**src/rtl/enc_bin2gray.sv**
```systemverilog
// Binary-to-Gray encoder: zero-latency combinational output plus a
// registered copy with valid qualifier and single-bit-step monitor.
module enc_bin2gray #(
  parameter int WIDTH = 10
) (
  input  logic             clk,
  input  logic             rst,
  input  logic [WIDTH-1:0] bin,
  input  logic             in_valid,
  output logic [WIDTH-1:0] gray,
  output logic [WIDTH-1:0] gray_q,
  output logic             out_valid,
  output logic             step_one
);

  localparam logic [WIDTH-1:0] ONE = {{(WIDTH-1){1'b0}}, 1'b1};

  logic [WIDTH-1:0] gray_d;
  logic             out_valid_d;
  logic             out_valid_q;
  logic             step_one_d;
  logic             step_one_q;
  logic             hist_d;
  logic             hist_q;
  logic [WIDTH-1:0] diff;
  logic             one_hot;

  assign gray = bin ^ (bin >> 1);

  // Power-of-two test: nonzero with only one set bit
  assign diff    = gray ^ gray_q;
  assign one_hot = (diff != '0) && ((diff & (diff - ONE)) == '0);

  always_comb begin
    gray_d      = gray_q;
    out_valid_d = 1'b0;
    step_one_d  = 1'b0;
    hist_d      = hist_q;
    if (in_valid) begin
      gray_d      = gray;
      out_valid_d = 1'b1;
      step_one_d  = hist_q && one_hot;
      hist_d      = 1'b1;
    end
  end

  always_ff @(posedge clk) begin
    if (rst) begin
      gray_q      <= '0;
      out_valid_q <= 1'b0;
      step_one_q  <= 1'b0;
      hist_q      <= 1'b0;
    end else begin
      gray_q      <= gray_d;
      out_valid_q <= out_valid_d;
      step_one_q  <= step_one_d;
      hist_q      <= hist_d;
    end
  end

  assign out_valid = out_valid_q;
  assign step_one  = step_one_q;

endmodule

```
**config.mk**
```make
export PLATFORM = sky130hd
export DESIGN_NAME = enc_bin2gray
export DESIGN_NICKNAME = d
export VERILOG_FILES = /design/src/rtl/enc_bin2gray.sv
export SDC_FILE = /design/constraint.sdc
export NUM_CORES = 1
export LEC_CHECK = 0
export CAP_MARGIN = 20
export CORE_MARGIN = 8
export CORE_UTILIZATION = 38
export DETAILED_ROUTE_END_ITERATION = 10
export PLACE_DENSITY = 0.75
export SKIP_CTS_REPAIR_TIMING = 1
export SKIP_LAST_GASP = 1
export SYNTH_ARGS = -nofsm -noshare
export SYNTH_HDL_FRONTEND = slang
export SYNTH_SLANG_ARGS = --single-unit
```
**constraint.sdc**
```tcl
create_clock -name clk -period 1.6 [get_ports clk]
set_input_delay 0.4 -clock clk [delete_from_list [all_inputs] [get_ports clk]]
set_output_delay 0.4 -clock clk [all_outputs]
set_load 0.05 [all_outputs]
```
Yosys cells after proc, flatten, opt, wreduce, memory -nomap -nowiden
Index checks and enable logic that the tools add are counted.
{ "totals": {"register_bits": 13, "input_bits": 13, "out_inout_bits": 22, "word_cells": 15} }
{ "op_classes": {"add_sub_neg": 1, "mux": 1, "bitwise": 4, "reduce_logical": 5} }
{ "op_table": {"columns": ["operator", "n"], "rows": [
  ["AND 10 bit", 1],
  ["zero test 10 bit", 1],
  ["nonzero test 10 bit", 1],
  ["subtractor 10 x 1 -> 10 bit (second input constant)", 1],
  ["bitwise XOR 10 bit", 1],
  ["bitwise XOR 10 x 9 -> 10 bit", 1],
  ["logical AND 1 bit", 2],
  ["OR reduction 2 bit", 1],
  ["two-way mux 1 bit", 1],
  ["inverter 1 bit", 1]
]} }

Logic depth before layout (Yosys ltp)
{ "depth": {"word_depth": 7, "ltp_mapped": 6, "ltp_nobuf": 6} }

Least setup slack after synthesis
OpenSTA, ideal clock, no wires.
{ "synth_timing": {"kind": "input-to-reg", "startpoint": "input port bin[1]", "endpoint": "register step_one_q (netlist: step_one)", "arrival_ns": 2.234, "slack_ns": -0.751, "path_stages": 6, "cell_sequence": "xor2_1 xnor2_1 o21ai_1 nor4_1 o211ai_1 and4bb_1"} }
{ "synth_via": {"elab_chain_cells": 7, "elab_cells_between_ends": 8, "classes_between": "add/sub: 1; bitwise: 3; reduce/logical: 4"} }
{ "synth_rtl": {"columns": ["item", "line", "text"], "rows": [
  ["from (decl)", "8", "input logic [WIDTH-1:0] bin,"],
  ["bitwise XOR 10 x 9 -> 10 bit *", "28", "assign gray = bin ^ (bin >> 1);"],
  ["bitwise XOR 10 bit *", "31", "assign diff = gray ^ gray_q;"],
  ["subtractor 10 x 1 -> 10 bit", "32", "assign one_hot = (diff != '0) && ((diff & (diff - ONE)) == '0);"],
  ["AND 10 bit", "32", null],
  ["zero test 10 bit", "32", null],
  ["logical AND 1 bit *", "32", null],
  ["logical AND 1 bit *", "42", "step_one_d = hist_q && one_hot;"],
  ["to (signal assigned)", "56", "step_one_q <= step_one_d;"],
  ["to (decl)", "22", "logic step_one_q;"]
]} }
Mark *: on every way between the ends. The rest lies on a longest branch, timed or not.
A chain may end at the register's enable or synchronous reset.

Worst setup path after layout
{ "layout_timing": {"startpoint": "register gray_q[2]", "endpoint": "register step_one_q (netlist: step_one)"} }
{ "layout_via": {"elab_chain_cells": 6, "elab_cells_between_ends": 7, "classes_between": "add/sub: 1; bitwise: 2; reduce/logical: 4"} }
{ "layout_rtl": {"columns": ["item", "line", "text"], "rows": [
  ["from (decl)", "11", "output logic [WIDTH-1:0] gray_q,"],
  ["from (signal assigned)", "54", "gray_q <= gray_d;"],
  ["bitwise XOR 10 bit *", "31", null],
  ["subtractor 10 x 1 -> 10 bit", "32", null],
  ["AND 10 bit", "32", null],
  ["zero test 10 bit", "32", null],
  ["logical AND 1 bit *", "32", null],
  ["logical AND 1 bit *", "42", null]
]} }
Marks and branches as above.

==> flow_metrics.py <==
metrics = {
    "hold_path": {
        "hp-class": "flop to flop",
    },
    "grt": {
        "grt_pass1_vias": 1040,
        "grt_usage": 0.1490,
        "antenna_found_initial": 0,
        "grt_max_degree": 13,
        "grt-ovfl-total": 0,
        "grt_pass1_wl_um": 4912,
    },
    "timing": {
        "skew_ns": 0.005580,
        "finalSetupViolCount": 2,
        "setup_tns_ns": -0.2743,
        "hold_viol_final": 0,
        "period_share": 1.142,
        "max_freq_mhz": 547.1,
        "slew_headroom": 0.7197,
        "fin_crit_ns": 1.828,
        "rsz0062_at_grt": "yes",
        "report.final.slew_viol_count": 0,
        "setup_slack_ns": -0.2279,
        "whs_ns": 0.5024,
        "worstMarginPinSlew_ns": 0.4197,
    },
    "routing": {
        "wl_met1_um": 1527,
        "route.detailed.drc": 0,
        "wl_per_cell_um": 19.39,
        "dr_wl_met3_um": 130,
        "antenna_left": 0,
        "drt_pass1_iterations": 4,
        "wl_um": 3645,
        "vias_per_cell": 5.266,
        "dr.first_iter.drc_count": 58,
        "met2_length_um": 1912,
        "top_layer_used": "met4",
        "vias": 990,
    },
    "synth": {
        "synth-simple-area-share": 0.2003,
        "synth_compound_area_frac": 0.08934,
        "synthXorXnorAreaFrac": 0.2493,
        "synth_cell_types": 32,
        "avgSynthCellArea_um2": 8.861,
        "synth-seq-cells": 13,
        "syn_inst": 98,
        "synth_top_family_by_area": "XOR/XNOR gates",
        "ys_warn_count": 0,
        "muxShareOfSynthArea": 0.1037,
        "synthesis.area_um2": 868.3,
        "synth_adder_area_share": 0.01153,
        "seq_area_frac_synth": 0.2997,
        "syn-num-nets": 111,
    },
    "worst_setup_path": {
        "reg2reg_to": "step_one",
        "worstPathArrival_ns": 2.06,
        "cp_top_family": "simple AND/OR/NAND/NOR gates",
        "timing.critical_path.to": "step_one",
        "r2r_setup_slack_ns": -0.23,
        "worstPathCellList": "xor2_2, buf_4, nor2_1, a2111oi_1, nand4_1, and4bb_1",
        "ff2ff_path_depth": 6,
        "crit_fanout": 3,
        "r2r_start": "gray_q[2]",
        "end_kind": "flop",
        "worstSetupStartpointType": "flop",
        "crit_path_start": "gray_q[2]",
        "path_class": "flop to flop",
        "path_depth": 6,
        "critPathMaxStageDelay_ns": 0.44,
        "cp_num_buf_inv": 1,
        "cp.required_ns": 1.83,
        "crit_slowest_cell": "a2111oi_1",
    },
    "floorplanning": {
        "core_area_um2": 2191,
        "row_count": 17,
        "die_w_um": 63.80,
        "die_area_um2": 4070,
        "ios": 35,
        "initial_core_util": 0.3963,
        "die_h_um": 63.80,
    },
    "power": {
        "netSwitchingPower_uw": 563.7,
        "power.total_uw": 1388,
        "power.density_nw_per_um2": 718.7,
        "leakage_uw": 0.0008765,
        "p_seq_frac": 0.273,
        "switching_share": 0.4060,
        "vdd_ir_drop_max_mv": 0.7970,
        "comb_power_share": 0.563,
        "clkPwrFrac": 0.164,
        "internal-power_uw": 824.8,
    },
    "layout": {
        "final_area_um2": 1932,
        "diodes": 0,
        "multi_input_area_um2": 764.5,
        "nets": 174,
        "fill_cells": 83,
        "drive_gt1_frac": 0.5500,
        "seqCellArea_um2": 266.5,
        "area.growth.synth_to_final_pct": 122.5,
    },
    "status": {
        "failed_checks": "negative setup slack",
        "status": "finished, violations left",
    },
    "placed_design": {
        "gp_congestion": 0.7710,
        "port_buffers": 34,
        "hpwl_um": 2404,
        "dpl_cell_area_um2": 1742,
        "dp_slack_ns": -0.6614,
    },
    "clock_tree": {
        "cts_sinks": 13,
        "cts_root_buffer": "clkbuf_4",
        "clk_latency_ns": 0.29,
        "max-clock-path-buffers": 2,
        "htree_levels": 1,
        "clkTransAtPathRegs_ns": 0.10,
        "cts_tree": "done",
        "numCtsBuffers": 3,
    },
    "run": {
        "drv_cap": 0,
    },
}
logic make-up (layout without fill, tap and decap cells):
group	count (synthesis)	after routing
AO/OA/AOI/OAI	10	10
adder cells (fa/ha/maj)	1	1
multiplexers	9	9
buffers and inverters	8	70
AND/OR/NAND/NOR	34	34
XOR/XNOR	23	23
flip-flops	13	13
power by group through the flow:
| stage | combinational, µW | sequential (µW) | clock (µW) |
|---|---|---|---|
| 6_report | 782 | 379 | 228 |
| 5_1_grt | 811 | 381 | 241 |
| 4_1_cts | 718 | 374 | 221 |
| 3_5_place_dp | 711 | 381 | 0 |
| 3_3_place_gp | 689 | 379 | 0 |
| 2_1_floorplan | 276 | 443 | 0 |
worst register-to-register path: stages, from the launching register on:
cell       delay, ns
dfxtp_2         0.40
xor2_2          0.24
buf_4           0.16
nor2_1          0.04
a2111oi_1       0.44
nand4_1         0.19
and4bb_1        0.29
Yosys cell counts:
cell type	count	area (µm²)
clkbuf_1	2	7.510
nand2_1	3	11.26
buf_4	2	15.01
maj3_1	1	10.01
o21bai_1	1	7.510
a211oi_1	2	15.01
and3_1	1	6.260
inv_1	1	3.750
and3b_1	1	8.760
buf_2	2	10.01
a2111oi_1	1	10.01
o211ai_1	1	7.510
nand3_1	2	10.01
nor3b_1	2	15.01
xnor2_1	9	78.83
a311oi_1	1	8.760
o21ai_0	1	5.000
nand4_1	1	6.260
mux2i_1	9	90.09
xor2_2	2	32.53
o22ai_1	1	6.260
nor2_1	15	56.30
buf_1	1	3.750
a22oi_2	1	12.51
or3_1	3	18.77
nor2b_1	2	12.51
and4bb_1	1	12.51
nor4_1	1	6.260
dfxtp_1	13	260.3
nor3_1	2	10.01
xor2_1	12	105.1
o21ai_1	1	5.000
registers in the layout, indices dropped and copies added (netlist names):
register / count
out_valid: 1
hist_q: 1
gray_q: 10
step_one: 1
per-layer routing:
| layer | track usage | vias up |
|---|---|---|
| li1 | - | 452 |
| met1 | 0.1589 | 493 |
| met3 | 0.02962 | 6 |
| met4 | 0.08078 | 0 |
| met5 | 0 | - |
| met2 | 0.2685 | 39 |
final cells by class:
cell class	count	share of cell area
repair buffers	65	0.4326
multi-input cells	77	0.3957
flip-flops and latches	13	0.1380
well taps	28	0.01813
clock buffers	4	0.01360
inverters	1	0.001943
cell usage in the layout, fill, tap and decap left out, drive strengths merged:
master         count
buf               53
nor2              15
xor2              14
dfxtp             13
mux2i              9
xnor2              9
dlymetal6s2s       7
clkbuf             7
or3                3
nand2              3
nor2b              2
nor3b              2
nand3              2
a211oi             2
o21ai              2
clkdlybuf4s50      2
nor3               2
inv                1
and3b              1
o22ai              1
and3               1
a2111oi            1
nand4              1
o21bai             1
a22oi              1
nor4               1
a311oi             1
o211ai             1
maj3               1
and4bb             1
metrics by stage:
step | std cells | util
final | 188 | 0.8818
after global routing | 188 | 0.8818
after CTS | 187 | 0.8070
after detailed placement | 183 | 0.7950
after global placement | 183 | 0.7950
after floorplan | 98 | -
how the worst min path moves through the flow:
stage | from | to | slack, ns | cells after the start
final | hist_q | hist_q | 0.50 | 2
after global routing | hist_q | hist_q | 0.53 | 2
after CTS | hist_q | hist_q | 0.50 | 2
after detailed placement | hist_q | hist_q | 0.48 | 2
after global placement | hist_q | hist_q | 0.45 | 2
after floorplan | hist_q | hist_q | 0.43 | 2
No activity file was read; power rests on OpenSTA's default activity.
==> variant: new RTL, same flow settings <==
Change the parameter `WIDTH` from 10 to 8.
--- a/src/rtl/enc_bin2gray.sv
+++ b/src/rtl/enc_bin2gray.sv
@@ -1,7 +1,7 @@
 // Binary-to-Gray encoder: zero-latency combinational output plus a
 // registered copy with valid qualifier and single-bit-step monitor.
 module enc_bin2gray #(
-  parameter int WIDTH = 10
+  parameter int WIDTH = 8
 ) (
   input  logic             clk,
   input  logic             rst,
Interface: changed (resized bin, gray and gray_q); port bits go from 35 to 29. The function was not compared with the original's and may differ.
==> variant against the original RTL <==
Core utilization fell by 0.078 points. Synthesized area fell by 17%. Routed wire length fell by 22%. Critical path depth fell by 2. Largest cell class unchanged. The flow still finishes with violations (negative setup slack). Maximum frequency rose by 11%. Sequential power fell by 15%. Combinational power fell by 20%. Design area fell by 20%. Clock power fell by 12%. Sequential cell count fell by 2. Die area fell by 13%. Worst setup slack improved by 0.19 ns. Total power fell by 17%.
==> variant: results (changes against the original RTL) <==
Setup path
  – Crit-path max FO: 6 (was 3)
  – FF-to-FF setup slack: -0.01 ns (was -0.23 ns)
  – Reg2reg start: gray_q[5] (was gray_q[2])
  – Slowest CP cell: xor2_2 (was a2111oi_1)
  – Crit path DAT: 1.24 ns (was 2.06 ns)
  – Worst r2r dst: step_one (unchanged)
  – Critical Path Max Stage Delay: 0.23 ns (was 0.44 ns)

GRT
  – Met3 usage: 0.04989 (was 0.02962)
  – First-pass GRT wire length: 3.739 mm (was 4.912 mm)
  – Vias in the first global route: 831 (was 1,040)
  – GRT Resource Usage Total: 0.1424 (was 0.1490)
  – M2 GR Usage: 0.2619 (was 0.2685)
  – Largest net degree at the start of global routing: 10 (was 13)

Cells and area
  – # nets final: 147 (was 174)
  – Max FFs per register: 8 (was 10)
  – Final Non-Filler Cells: 160 (was 188)
  – Fraction of layout cells with a size suffix above 1: 0.5111 (was 0.5500)

Synth
  – Synth cell count leaders: nor2_1, dfxtp_1, mux2i_1 (was nor2_1, dfxtp_1, xor2_1)
  – Synthesized Nets: 94 (was 111)
  – Syn Area/Cell: 8.638 um^2 (was 8.861 um^2)
  – Post-synthesis sequential area ratio: 0.3072 (was 0.2997)
  – Synth cell types: 29 (was 32)
  – Top post-synthesis cells by area: dfxtp_1, mux2i_1, xor2_1 (was dfxtp_1, xor2_1, mux2i_1)

Drt
  – Wire per inst: 17.81 um (was 19.39 um)
  – Via Count: 801 (was 990)
  – Drt initial violations: 10 (was 58)
  – Met2 Wirelength: 1.586 mm (was 1.912 mm)
  – Met3 Wirelength: 90 um (was 130 um)
  – Post-route met1 wirelength: 1.036 mm (was 1.527 mm)

Timing
  – Worst setup margin: -0.04208 ns (was -0.2279 ns)
  – Setup TNS: -0.05592 ns (was -0.2743 ns)
  – Final setup viols: 2 (unchanged)
  – Worst-Margin Slew: 0.2829 ns (was 0.4197 ns)
  – Setup Skew: 0.008937 ns (was 0.005580 ns)

CTS
  – Worst skew pair latency: 0.29 ns (about the same)
  – Clock transition at path regs: 0.07 ns (was 0.10 ns)

Place
  – PortBufs: 28 (was 34)
  – Dpl ws: -0.6187 ns (was -0.6614 ns)
  – GP Congestion: 0.8238 (was 0.7710)
  – HPWL after DPL: 1.976 mm (was 2.404 mm)

Outcome
  – Outcome: finished, violations left (unchanged)
  – Failing checks: negative setup slack (unchanged)

Power and ir drop
  – Pleak: 0.7104 nW (was 0.8765 nW)
  – Maximum VDD drop: 546.1 uV (was 797.0 uV)
==> variant: cell count changes after synthesis, sizes merged, moves of 2 or more <==
| cell | unedited run | this run |
|---|---|---|
| xor2 | 14 | 9 |
| a21oi | 0 | 2 |
| nor3b | 2 | 0 |
| dfxtp | 13 | 11 |
| clkbuf | 2 | 4 |
| inv | 1 | 3 |
| buf | 5 | 2 |
| or3 | 3 | 1 |
| xnor2 | 9 | 7 |
==> variant: worst max path at each step <==
stage | to | slack, ns | from | depth (start not counted)
global placement | step_one | -0.53 | bin[7] | 7
CTS | gray[6] | -0.42 | bin[6] | 4
global route | step_one | -0.1 | gray_q[5] | 6
finish | gray[5] | -0.04 | bin[6] | 4
floorplan | gray[5] | -0.25 | bin[6] | 2
detailed placement | step_one | -0.62 | bin[7] | 7
==> variant: stage by stage <==
stage               cell area [um^2]  hold WS (ns)
global placement                1363        0.4520
finish                          1538        0.4769
CTS                             1389        0.4752
global route                    1538        0.5102
detailed placement              1363        0.4616
floorplan                      718.2        0.4341
==> variant: critical path, delay by kind of cell <==
kind	cells	cell delay (ns)
buf+inv	3	0.60
xor+xnor	1	0.23
==> variant: cells by family after synthesis <==
group	share of synthesized area
AND/OR/NAND/NOR	0.1763
multiplexers	0.1257
flip-flops	0.3072
buffers and inverters	0.05409
XOR/XNOR	0.2164
AO/OA/AOI/OAI	0.1204
==> variant: final cells by class <==
cell class	instances	area [um^2]
flip-flops and latches	11	224.0
repair buffers	54	653.1
inverters	3	11.26
well taps	25	31.28
fillers	90	207.7
multi-input cells	63	591.8
clock buffers	4	26.28
==> variant: power breakdown <==
part / switching, mW / total, mW / internal (mW) / leakage (nW)
logic: 0.315 / 0.629 / 0.314 / 0.603
clock network: 0.104 / 0.201 / 0.0971 / 0.0150
registers: 0.0282 / 0.322 / 0.294 / 0.0920
